$ cat config.mk
export PLATFORM = sky130hd
export DESIGN_NAME = threshold_pixel_flat
export DESIGN_NICKNAME = d
export VERILOG_FILES = /design/src/rtl/thresh_pkg.sv /design/src/rtl/threshold_pixel_if.sv /design/src/rtl/thresh_out_reg.sv /design/src/rtl/threshold_pixel.sv /design/src/flat_wrapper.sv
export SDC_FILE = /design/constraint.sdc
export NUM_CORES = 1
export LEC_CHECK = 0
export CORE_AREA = 2 2 105 87
export CTS_CLUSTER_SIZE = 40
export DETAILED_ROUTE_END_ITERATION = 16
export DIE_AREA = 0 0 107 89
export PLACE_DENSITY = 0.68
export SLEW_MARGIN = 10
export SYNTH_ARGS = -nofsm -noshare
export SYNTH_HDL_FRONTEND = slang
export SYNTH_HIERARCHICAL = 1
export SYNTH_SLANG_ARGS = --single-unit
export TNS_END_PERCENT = 5
$ cat constraint.sdc
create_clock -name CLK -period 2.5 [get_ports CLK]
set_input_delay 0.375 -clock CLK [delete_from_list [all_inputs] [get_ports CLK]]
set_output_delay 0.375 -clock CLK [all_outputs]
set_load 0.005 [all_outputs]
$ cat src/rtl/thresh_pkg.sv
// ---------------------------------------------------------------------------
// thresh_pkg
// Shared types and constants for the threshold_pixel binarisation stage.
//   state_e      : controller state (WAIT_MAX, STREAM)
//   DATA_W_DEF   : default pixel / max token width
//   CNT_W        : width of the per-frame pixel counter
//   TOKCOUNT_W   : width of the *_COUNT token-count fields
//   FG_VAL_DEF / BG_VAL_DEF : default binarised output levels
// ---------------------------------------------------------------------------
package thresh_pkg;

    localparam int unsigned DATA_W_DEF = 8;
    localparam int unsigned CNT_W      = 32;
    localparam int unsigned TOKCOUNT_W = 16;

    localparam int unsigned FG_VAL_DEF = 255;
    localparam int unsigned BG_VAL_DEF = 0;

    // WAIT_MAX: waiting for the frame's max token.
    // STREAM  : passing the frame's pixels through the comparator.
    typedef enum logic [0:0] {
        WAIT_MAX = 1'b0,
        STREAM   = 1'b1
    } state_e;

endpackage : thresh_pkg

$ cat src/rtl/threshold_pixel_if.sv
// ---------------------------------------------------------------------------
// threshold_pixel_if
// One token channel: data word, valid strobe, token count and the two
// consumer-to-producer responses (ACK, RDY).
//   master : producer side  -> drives DATA, SEND, COUNT; sees ACK, RDY
//   slave  : consumer side  -> sees DATA, SEND, COUNT; drives ACK, RDY
// For the Max and In1 channels the block is the slave and ACK is the
// consume strobe; RDY is an informational "would accept" level.
// For the Out1 channel the block is the master; RDY is flow control and
// ACK carries no meaning for this block.
// ---------------------------------------------------------------------------
interface threshold_pixel_if
    import thresh_pkg::*;
#(
    parameter int unsigned DATA_W = DATA_W_DEF
);

    logic [DATA_W-1:0]     DATA;
    logic                  SEND;
    logic [TOKCOUNT_W-1:0] COUNT;
    logic                  ACK;
    logic                  RDY;

    modport master (
        output DATA,
        output SEND,
        output COUNT,
        input  ACK,
        input  RDY
    );

    modport slave (
        input  DATA,
        input  SEND,
        input  COUNT,
        output ACK,
        output RDY
    );

endinterface : threshold_pixel_if

$ cat src/rtl/thresh_out_reg.sv
// ---------------------------------------------------------------------------
// thresh_out_reg
// Registered compare/select output stage. On a fire the incoming pixel is
// compared (unsigned, at full threshold width) against the threshold and
// the binarised value is registered together with a one-cycle send pulse.
// Without a fire the send pulse drops and the data word holds.
//
// Build option: define THRESH_INVERT_EN to swap the FG/BG selection
// (pixel above threshold then produces BG_VAL). Timing is identical.
//
// Ports:
//   clk_i   in   clock
//   rst_i   in   asynchronous, active-high reset (clears data and send)
//   fire_i  in   pixel accepted this cycle
//   pix_i   in   pixel being accepted
//   thr_i   in   current threshold, DATA_W+8 bits wide
//   data_o  out  registered binarised pixel
//   send_o  out  registered one-cycle valid pulse
// ---------------------------------------------------------------------------
module thresh_out_reg
    import thresh_pkg::*;
#(
    parameter int unsigned DATA_W = DATA_W_DEF,
    parameter int unsigned THR_W  = DATA_W_DEF + 8,
    parameter int unsigned FG_VAL = FG_VAL_DEF,
    parameter int unsigned BG_VAL = BG_VAL_DEF
) (
    input  logic              clk_i,
    input  logic              rst_i,
    input  logic              fire_i,
    input  logic [DATA_W-1:0] pix_i,
    input  logic [THR_W-1:0]  thr_i,
    output logic [DATA_W-1:0] data_o,
    output logic              send_o
);

    localparam logic [DATA_W-1:0] FG = DATA_W'(FG_VAL);
    localparam logic [DATA_W-1:0] BG = DATA_W'(BG_VAL);

`ifdef THRESH_INVERT_EN
    localparam logic [DATA_W-1:0] ABOVE_VAL = BG;
    localparam logic [DATA_W-1:0] BELOW_VAL = FG;
`else
    localparam logic [DATA_W-1:0] ABOVE_VAL = FG;
    localparam logic [DATA_W-1:0] BELOW_VAL = BG;
`endif

    logic [DATA_W-1:0] data_q, data_d;
    logic              send_q, send_d;
    logic              above;

    // Pixel is zero-extended to the threshold width so a threshold above
    // the pixel range (large RATIO_NUM) simply never compares true.
    assign above = THR_W'(pix_i) > thr_i;

    always_comb begin
        send_d = fire_i;
        data_d = data_q;
        if (fire_i) begin
            data_d = above ? ABOVE_VAL : BELOW_VAL;
        end
    end

    always_ff @(posedge clk_i or posedge rst_i) begin
        if (rst_i) begin
            data_q <= '0;
            send_q <= 1'b0;
        end else begin
            data_q <= data_d;
            send_q <= send_d;
        end
    end

    assign data_o = data_q;
    assign send_o = send_q;

endmodule : thresh_out_reg

$ cat src/rtl/threshold_pixel.sv
// ---------------------------------------------------------------------------
// threshold_pixel
// Downstream stage of the max-pixel fold. Takes one max token, derives a
// threshold thr = (max * RATIO_NUM) >> RATIO_SHIFT, then binarises exactly
// PIXEL_COUNT pixels from In1 onto Out1 (pixel > thr -> FG, else BG) and
// returns to waiting for the next max token.
//
// Build option: THRESH_INVERT_EN (see thresh_out_reg) swaps FG/BG.
//
// Ports:
//   CLK    in      clock, all state changes on the rising edge
//   RESET  in      asynchronous, active-high reset
//   Max    slave   max token channel (DATA, SEND in; ACK out; COUNT ignored)
//   In1    slave   pixel channel     (DATA, SEND in; ACK out; COUNT ignored)
//   Out1   master  binarised pixels  (DATA, SEND, COUNT=1 out; RDY in;
//                                     ACK ignored)
// RDY on Max / In1 is an informational "would accept now" level.
// ---------------------------------------------------------------------------
module threshold_pixel
    import thresh_pkg::*;
#(
    parameter int unsigned PIXEL_COUNT = 262144,
    parameter int unsigned DATA_W      = DATA_W_DEF,
    parameter int unsigned RATIO_NUM   = 1,
    parameter int unsigned RATIO_SHIFT = 1,
    parameter int unsigned FG_VAL      = FG_VAL_DEF,
    parameter int unsigned BG_VAL      = BG_VAL_DEF
) (
    input  logic              CLK,
    input  logic              RESET,
    threshold_pixel_if.slave  Max,
    threshold_pixel_if.slave  In1,
    threshold_pixel_if.master Out1
);

    // Threshold is kept wide enough that max * RATIO_NUM never truncates.
    localparam int unsigned       THR_W    = DATA_W + 8;
    localparam logic [CNT_W-1:0]  LAST_IDX = CNT_W'(PIXEL_COUNT - 1);

    state_e            state_q, state_d;
    logic [CNT_W-1:0]  pix_cnt_q, pix_cnt_d;
    logic [THR_W-1:0]  thr_q, thr_d;

    logic [THR_W-1:0]  max_ext;
    logic [THR_W-1:0]  ratio_ext;
    logic [THR_W-1:0]  thr_calc;
    logic              max_take;
    logic              fire;

    assign max_ext   = THR_W'(Max.DATA);
    assign ratio_ext = THR_W'(8'(RATIO_NUM));
    assign thr_calc  = (max_ext * ratio_ext) >> RATIO_SHIFT;

    // NOTE: every signal written here gets a default first, so no path
    // leaves it unassigned and no latch is inferred.
    always_comb begin
        state_d   = state_q;
        pix_cnt_d = pix_cnt_q;
        thr_d     = thr_q;
        max_take  = 1'b0;
        fire      = 1'b0;

        case (state_q)
            WAIT_MAX: begin
                // Pixels are never taken here, even if In1 is valid too.
                max_take = Max.SEND;
                if (Max.SEND) begin
                    thr_d     = thr_calc;
                    pix_cnt_d = '0;
                    state_d   = STREAM;
                end
            end
            STREAM: begin
                // Out1_RDY is sampled at fire; downstream keeps one slot of
                // slack for the token already in the output register.
                fire = In1.SEND & Out1.RDY;
                if (fire) begin
                    if (pix_cnt_q == LAST_IDX) begin
                        pix_cnt_d = '0;
                        state_d   = WAIT_MAX;
                    end else begin
                        pix_cnt_d = pix_cnt_q + CNT_W'(1);
                    end
                end
            end
            default: begin
                state_d = WAIT_MAX;
            end
        endcase
    end

    // NOTE: sequential state is updated with non-blocking assignments so
    // all registers see the same pre-edge values.
    always_ff @(posedge CLK or posedge RESET) begin
        if (RESET) begin
            state_q   <= WAIT_MAX;
            pix_cnt_q <= '0;
            thr_q     <= '0;
        end else begin
            state_q   <= state_d;
            pix_cnt_q <= pix_cnt_d;
            thr_q     <= thr_d;
        end
    end

    thresh_out_reg #(
        .DATA_W (DATA_W),
        .THR_W  (THR_W),
        .FG_VAL (FG_VAL),
        .BG_VAL (BG_VAL)
    ) u_out_reg (
        .clk_i  (CLK),
        .rst_i  (RESET),
        .fire_i (fire),
        .pix_i  (In1.DATA),
        .thr_i  (thr_q),
        .data_o (Out1.DATA),
        .send_o (Out1.SEND)
    );

    // The acks are combinational from inputs, and reset leaves the FSM in
    // WAIT_MAX, so they are masked explicitly while RESET is high.
    assign Max.ACK    = max_take & ~RESET;
    assign In1.ACK    = fire & ~RESET;
    assign Max.RDY    = (state_q == WAIT_MAX) & ~RESET;
    assign In1.RDY    = (state_q == STREAM) & Out1.RDY & ~RESET;
    assign Out1.COUNT = TOKCOUNT_W'(1);

    // Token counts and the downstream ack play no part in this block.
    logic unused_inputs;
    assign unused_inputs = ^{Max.COUNT, In1.COUNT, Out1.ACK};

endmodule : threshold_pixel

$ cat src/flat_wrapper.sv
// flat-port wrapper written by rule: the top's interface ports become plain ports
module threshold_pixel_flat import thresh_pkg::*;
#(
    parameter int unsigned PIXEL_COUNT = 262144,
    parameter int unsigned DATA_W      = DATA_W_DEF,
    parameter int unsigned RATIO_NUM   = 1,
    parameter int unsigned RATIO_SHIFT = 1,
    parameter int unsigned FG_VAL      = FG_VAL_DEF,
    parameter int unsigned BG_VAL      = BG_VAL_DEF
)
  (CLK, RESET, Max_DATA, Max_SEND, Max_COUNT, Max_ACK, Max_RDY, In1_DATA, In1_SEND, In1_COUNT, In1_ACK, In1_RDY, Out1_DATA, Out1_SEND, Out1_COUNT, Out1_ACK, Out1_RDY);
  threshold_pixel_if #(.DATA_W(DATA_W)) Max_i ();
  threshold_pixel_if #(.DATA_W(DATA_W)) In1_i ();
  threshold_pixel_if #(.DATA_W(DATA_W)) Out1_i ();
  input  logic CLK;
  input  logic RESET;
  input wire logic [$bits(Max_i.DATA)-1:0] Max_DATA;
  input wire logic [$bits(Max_i.SEND)-1:0] Max_SEND;
  input wire logic [$bits(Max_i.COUNT)-1:0] Max_COUNT;
  output wire logic [$bits(Max_i.ACK)-1:0] Max_ACK;
  output wire logic [$bits(Max_i.RDY)-1:0] Max_RDY;
  input wire logic [$bits(In1_i.DATA)-1:0] In1_DATA;
  input wire logic [$bits(In1_i.SEND)-1:0] In1_SEND;
  input wire logic [$bits(In1_i.COUNT)-1:0] In1_COUNT;
  output wire logic [$bits(In1_i.ACK)-1:0] In1_ACK;
  output wire logic [$bits(In1_i.RDY)-1:0] In1_RDY;
  output wire logic [$bits(Out1_i.DATA)-1:0] Out1_DATA;
  output wire logic [$bits(Out1_i.SEND)-1:0] Out1_SEND;
  output wire logic [$bits(Out1_i.COUNT)-1:0] Out1_COUNT;
  input wire logic [$bits(Out1_i.ACK)-1:0] Out1_ACK;
  input wire logic [$bits(Out1_i.RDY)-1:0] Out1_RDY;
  assign Max_i.DATA = Max_DATA;
  assign Max_i.SEND = Max_SEND;
  assign Max_i.COUNT = Max_COUNT;
  assign Max_ACK = Max_i.ACK;
  assign Max_RDY = Max_i.RDY;
  assign In1_i.DATA = In1_DATA;
  assign In1_i.SEND = In1_SEND;
  assign In1_i.COUNT = In1_COUNT;
  assign In1_ACK = In1_i.ACK;
  assign In1_RDY = In1_i.RDY;
  assign Out1_DATA = Out1_i.DATA;
  assign Out1_SEND = Out1_i.SEND;
  assign Out1_COUNT = Out1_i.COUNT;
  assign Out1_i.ACK = Out1_ACK;
  assign Out1_i.RDY = Out1_RDY;
  threshold_pixel #(.PIXEL_COUNT(PIXEL_COUNT), .DATA_W(DATA_W), .RATIO_NUM(RATIO_NUM), .RATIO_SHIFT(RATIO_SHIFT), .FG_VAL(FG_VAL), .BG_VAL(BG_VAL)) u_core (.CLK(CLK), .RESET(RESET), .Max(Max_i), .In1(In1_i), .Out1(Out1_i));
endmodule
# ---- Yosys cells after proc, flatten, opt, wreduce, memory -nomap -nowiden
# Cells that the tools add are included.
dict set report word_totals {
  regBits 49
  inputBits 54
  output_inout_bits 29
  elab_cells 31
}
dict set report op_classes {
  add_sub_neg 1
  order_cmp 1
  n_eq_ne 3
  muxes 11
  n_bitwise 8
  reduce_logical 2
}
# operator count
set op_table {}
lappend op_table {{$mux 32} 3}
lappend op_table {{$pmux 32 s2} 1}
lappend op_table {{$add 32x1->32 const B} 1}
lappend op_table {{$eq 32x18->1 const B} 1}
lappend op_table {{$gt 8x7->1} 1}
lappend op_table {{$mux 8} 1}
lappend op_table {{$and 1x1->1} 6}
lappend op_table {{$mux 1} 5}
lappend op_table {{$ne 2x2->1 const B} 2}
lappend op_table {{$reduce_and 2->1} 2}
lappend op_table {{$not 1->1} 2}
lappend op_table {{$pmux 1 s2} 1}

# ---- Longest topological paths before layout
# Gate-level depths: netlist of the first run.
dict set report depth {
  ltp_word 4
  ltp_mapped 8
  ltp_nobuf 6
}

# ---- By module
# The synthesis of the first run kept the hierarchy.
# mod instances cells_each area_per_inst_um2 seq_area_each_um2
set by_module_without_submodules {}
lappend by_module_without_submodules {threshold_pixel 1 280 2431.1 1001.0}
lappend by_module_without_submodules {thresh_out_reg 1 42 362.8 50.0}

# ---- Worst setup path before layout of the first run
# OpenSTA, ideal clock, no wires.
dict set report synth_path {
  kind {input to output}
  start {in RESET}
  end {out In1_ACK}
  t_arrival_ps 1663
  required_time_ps 2125
  setup_slack_ps 462
  stages 3
  path_buffers 0
  path_cell_list {inv_1 > and3_1 > and2_1}
}
dict set report synth_between {
  elab_chain_len 2
}
# item line
set synth_lines {}
lappend synth_lines {{from (decl)} flat_wrapper.sv:16} ;# input logic RESET;
lappend synth_lines {{$not 1->1} threshold_pixel.sv:124} ;# assign In1.ACK = fire & ~RESET;
lappend synth_lines {{$and 1x1->1} threshold_pixel.sv:124}
lappend synth_lines {{to (decl)} flat_wrapper.sv:25} ;# output wire logic [$bits(In1_i.ACK)-1:0] In1_ACK;
# No other way between the ends.

# ---- Worst setup path in the final report of the first run
dict set report layout_path {
  start {reg u_core.pix_cnt_q[0]}
  end {reg u_core.pix_cnt_q[18]}
}
dict set report layout_between {
  elab_chain_len 4
  word_cells_on_any_way 5
  classes_between {1 x add/sub; 1 x eq/ne; 3 x mux}
}
# item line
set layout_lines {}
lappend layout_lines {{from (decl)} threshold_pixel.sv:41} ;# logic [CNT_W-1:0] pix_cnt_q, pix_cnt_d;
lappend layout_lines {{from (signal assigned)} threshold_pixel.sv:101} ;# pix_cnt_q <= pix_cnt_d;
lappend layout_lines {{$add 32x1->32 or $eq 32x18->1 (tied branches)} {threshold_pixel.sv:82, threshold_pixel.sv:78}}
lappend layout_lines {{$mux 32 *} threshold_pixel.sv:78} ;# if (pix_cnt_q == LAST_IDX) begin
lappend layout_lines {{$mux 32 *} threshold_pixel.sv:77} ;# if (fire) begin
lappend layout_lines {{$pmux 32 s2 *} threshold_pixel.sv:63} ;# case (state_q)
# Every way passes the cells marked *; elsewhere a longest branch is shown, timed or not. The select of a mux whose other input is x is not followed.
# A chain may end at the register's enable or synchronous reset.

==> out/results.txt, run 1 <==
detailed-route vias per instance: 5.14
number of failing setup endpoints in the final timing report: 0
number of nets in the layout: 422
clock-pin slew on the worst setup and hold paths: 0.08 ns
floorplan die width: 107 µm
initial cell density of the core: 0.334
Max Root-Sink Buffers: 2
asr flop ratio synth: 1.00
relative slew slack: 0.628
power density over the cells: 429 nW/µm²
slew at the pin closest to its max-slew limit: 0.554 ns
first-pass GRT wire length: 10700 µm
CTS resizes: 0
Initial DRC Count: 139
area of the core: 8370 µm²
maximum achievable frequency: 0.465 GHz
floorplan die area: 9520 µm²
top area cells in the synthesized netlist: dfrtp_1, nand2_1, buf_4
CTS tree: yes
post-route ant nets: 0
total iterations of the first detailed-routing run: 4
placed wire-length estimate after detailed placement: 4520 µm
CTS sink count: 42
flop and latch count out of synthesis: 42
pin count of the biggest net entering global routing: 41
sort of element at the end of the critical path: flop
share of cells above drive strength 1: 0.100
number of warning messages in the yosys log: 6
final estimated routing congestion in global placement: 0.797
multi-input gate area in the final layout: 1520 µm²
CTS Buf Count: 5
number of port buffers: 32
Tmin final: 2.15 ns
worst IR drop on VDD: 0.208 mV
worst setup skew after layout: 0.00774 ns
portion of the clock cycle consumed by the worst path in the final layout: 0.860
Crit path arrival time: 2.33 ns
vias in the first global route: 2313
Finished Layout Cells: 472
I/O pins: 83
cell area after synthesis: 2790 µm²
DRC errors left: 0
Clock Latency Late Sink: 0.29 ns
Placed Cells incl. Taps: 464
number of library cell types mapped by synthesis: 56
post-CTS setup repair buffer count: 0
worst min-delay path category: in2async
global router's overall resource usage: 0.139
Post-Route WL: 6250 µm
Synth area leader: dfrtp_1
worst setup path class: reg2reg
total number of vias: 2427
Cell Rows: 30
worst hold-check slack: 0.290 ns
number of hold buffers added after cts: 0
register area share after synthesis: 0.376
number of synthesized flops with an enable pin: 0
Root Driver: clkbuf_8
area share of the largest cell type after synthesis: 0.376
most repeated cell in the gate-level netlist after synthesis: nand2_1
Setup Slack @ Placement: 0.345 ns
syn avg cell area: 8.68 µm²
# H-tree levels: 2
count of filler cells inserted in the layout: 828
die extent in y: 89 µm
most common flop cell mapped by yosys: dfrtp_1
average wire per cell in the routed design: 13.2 µm
top cell types by occurrence after synthesis: nand2_1, dfrtp_1, nand3_1
total negative slack: 0 ns
cell leakage power: 1.47 nW
worst reg2reg path depth: 7
synthesis-to-layout area growth: 17.0%
final worst-path setup slack: 0.351 ns
number of hold violations in the final report: 0
unrepaired setup endpoints after global routing: no
crit-path max FO: 11
ANT cells: 0
GRT Residual Overflow: 0
number of antenna violations at the first check in global routing: 0
Crit path required time: 2.68 ns
Mapped Cells: 322
Reg area: 1050 µm²
final-report max-slew violation count: 0
element type at the critical path start: flop
# Max-Cap Violations: 0
result of the run: complete, no violations
[cell usage in the layout (no fill, tap or decap), types with 5 or more instances in the layout]
master           Yosys  final
clkdlybuf4s50_1      0     32
inv_1               13     13
and2_1               5      5
nand4_1             20     20
or3_1               10     10
dfrtp_1             42     42
nand3_1             33     33
ha_1                 9      9
o21ai_0              7      7
and3_1              12     12
buf_4               24     12
nor2_1              16     16
a31oi_1              8      8
nand2_1             49     49
clkbuf_8             0      6
conb_1               2     25
[registers in the layout, summed over array words and instances, names as in the netlist]
signal,cells
u_core/u_out_reg/send_o,1
u_core/u_out_reg/data_o,1
u_core/state_q,1
u_core/thr_q,7
u_core/pix_cnt_q,32
[final cells by class]
type | instances | area share
Multi-Input combinational cell | 252 | 0.466
Sequential cell | 42 | 0.321
Timing Repair Buffer | 44 | 0.126
Tap cell | 112 | 0.0429
Clock buffer | 7 | 0.0264
Inverter | 14 | 0.0161
Clock inverter | 1 | 0.00153
[cell families after synthesis]
group	share of synthesized area
fa+ha+maj	0.0403
other cells	0.00269
flops	0.376
simple gates	0.344
mux	0.0107
compound gates	0.107
xor+xnor	0.00941
buf+inv	0.109
[power by group]
part	leakage, nW	total, mW	internal (mW)	switching [mW]
combinational	0.859	0.199	0.0932	0.106
clock	0.0482	0.450	0.223	0.226
sequential	0.567	0.756	0.714	0.0414
[per-layer routing]
| metal | up-vias | global-route usage | routed length [µm] |
|---|---|---|---|
| met5 | - | 0 | 0 |
| met4 | 0 | 0.0425 | 52 |
| met3 | 6 | 0.0343 | 358 |
| met2 | 71 | 0.225 | 2820 |
| met1 | 1168 | 0.185 | 3020 |
| li1 | 1182 | - | - |
[worst paths after layout]
check / slack, ns / to / startpoint
max in group asynchronous: 1.55 / u_core/pix_cnt_q[23] / RESET
worst max-delay path: 0.35 / u_core/pix_cnt_q[18] / u_core/pix_cnt_q[0]
worst max register to register: 0.35 / u_core/pix_cnt_q[18] / u_core/pix_cnt_q[0]
min in group CLK: 0.48 / u_core/thr_q[4] / u_core/thr_q[4]
worst min register to register: 0.48 / u_core/thr_q[4] / u_core/thr_q[4]
worst min-delay path: 0.29 / u_core/u_out_reg/send_o / RESET
[per-stage QoR]
| stage | utilization | total power [mW] | instance area, µm² |
|---|---|---|---|
| floorplan | - | 0.900 | 2880 |
| global placement | 0.380 | 0.958 | 3180 |
| detailed placement | 0.380 | 0.970 | 3180 |
| CTS | 0.391 | 1.43 | 3270 |
| global route | 0.391 | 1.49 | 3270 |
| finish | 0.391 | 1.40 | 3270 |
[critical path, cell delays in order (launching register included)]
cell,delay (ns)
dfrtp_1,0.45
ha_1,0.25
and3_1,0.21
nor4b_4,0.24
buf_4,0.24
nand2_1,0.11
o311a_1,0.34
a31o_2,0.21
Note: power is estimated with default switching activity, not from simulation.
==> run 2, diff against run 1 <==
--- a/config.mk
+++ b/config.mk
@@ -5,6 +5,7 @@
 export SDC_FILE = /design/constraint.sdc
 export NUM_CORES = 1
 export LEC_CHECK = 0
+export ABC_CLOCK_PERIOD_IN_PS = 2500
 export CORE_AREA = 2 2 105 87
 export CTS_CLUSTER_SIZE = 40
 export DETAILED_ROUTE_END_ITERATION = 16
==> results of run 2 <==
Same layout as run 1: the final DEF is identical, and so are final timing and power.
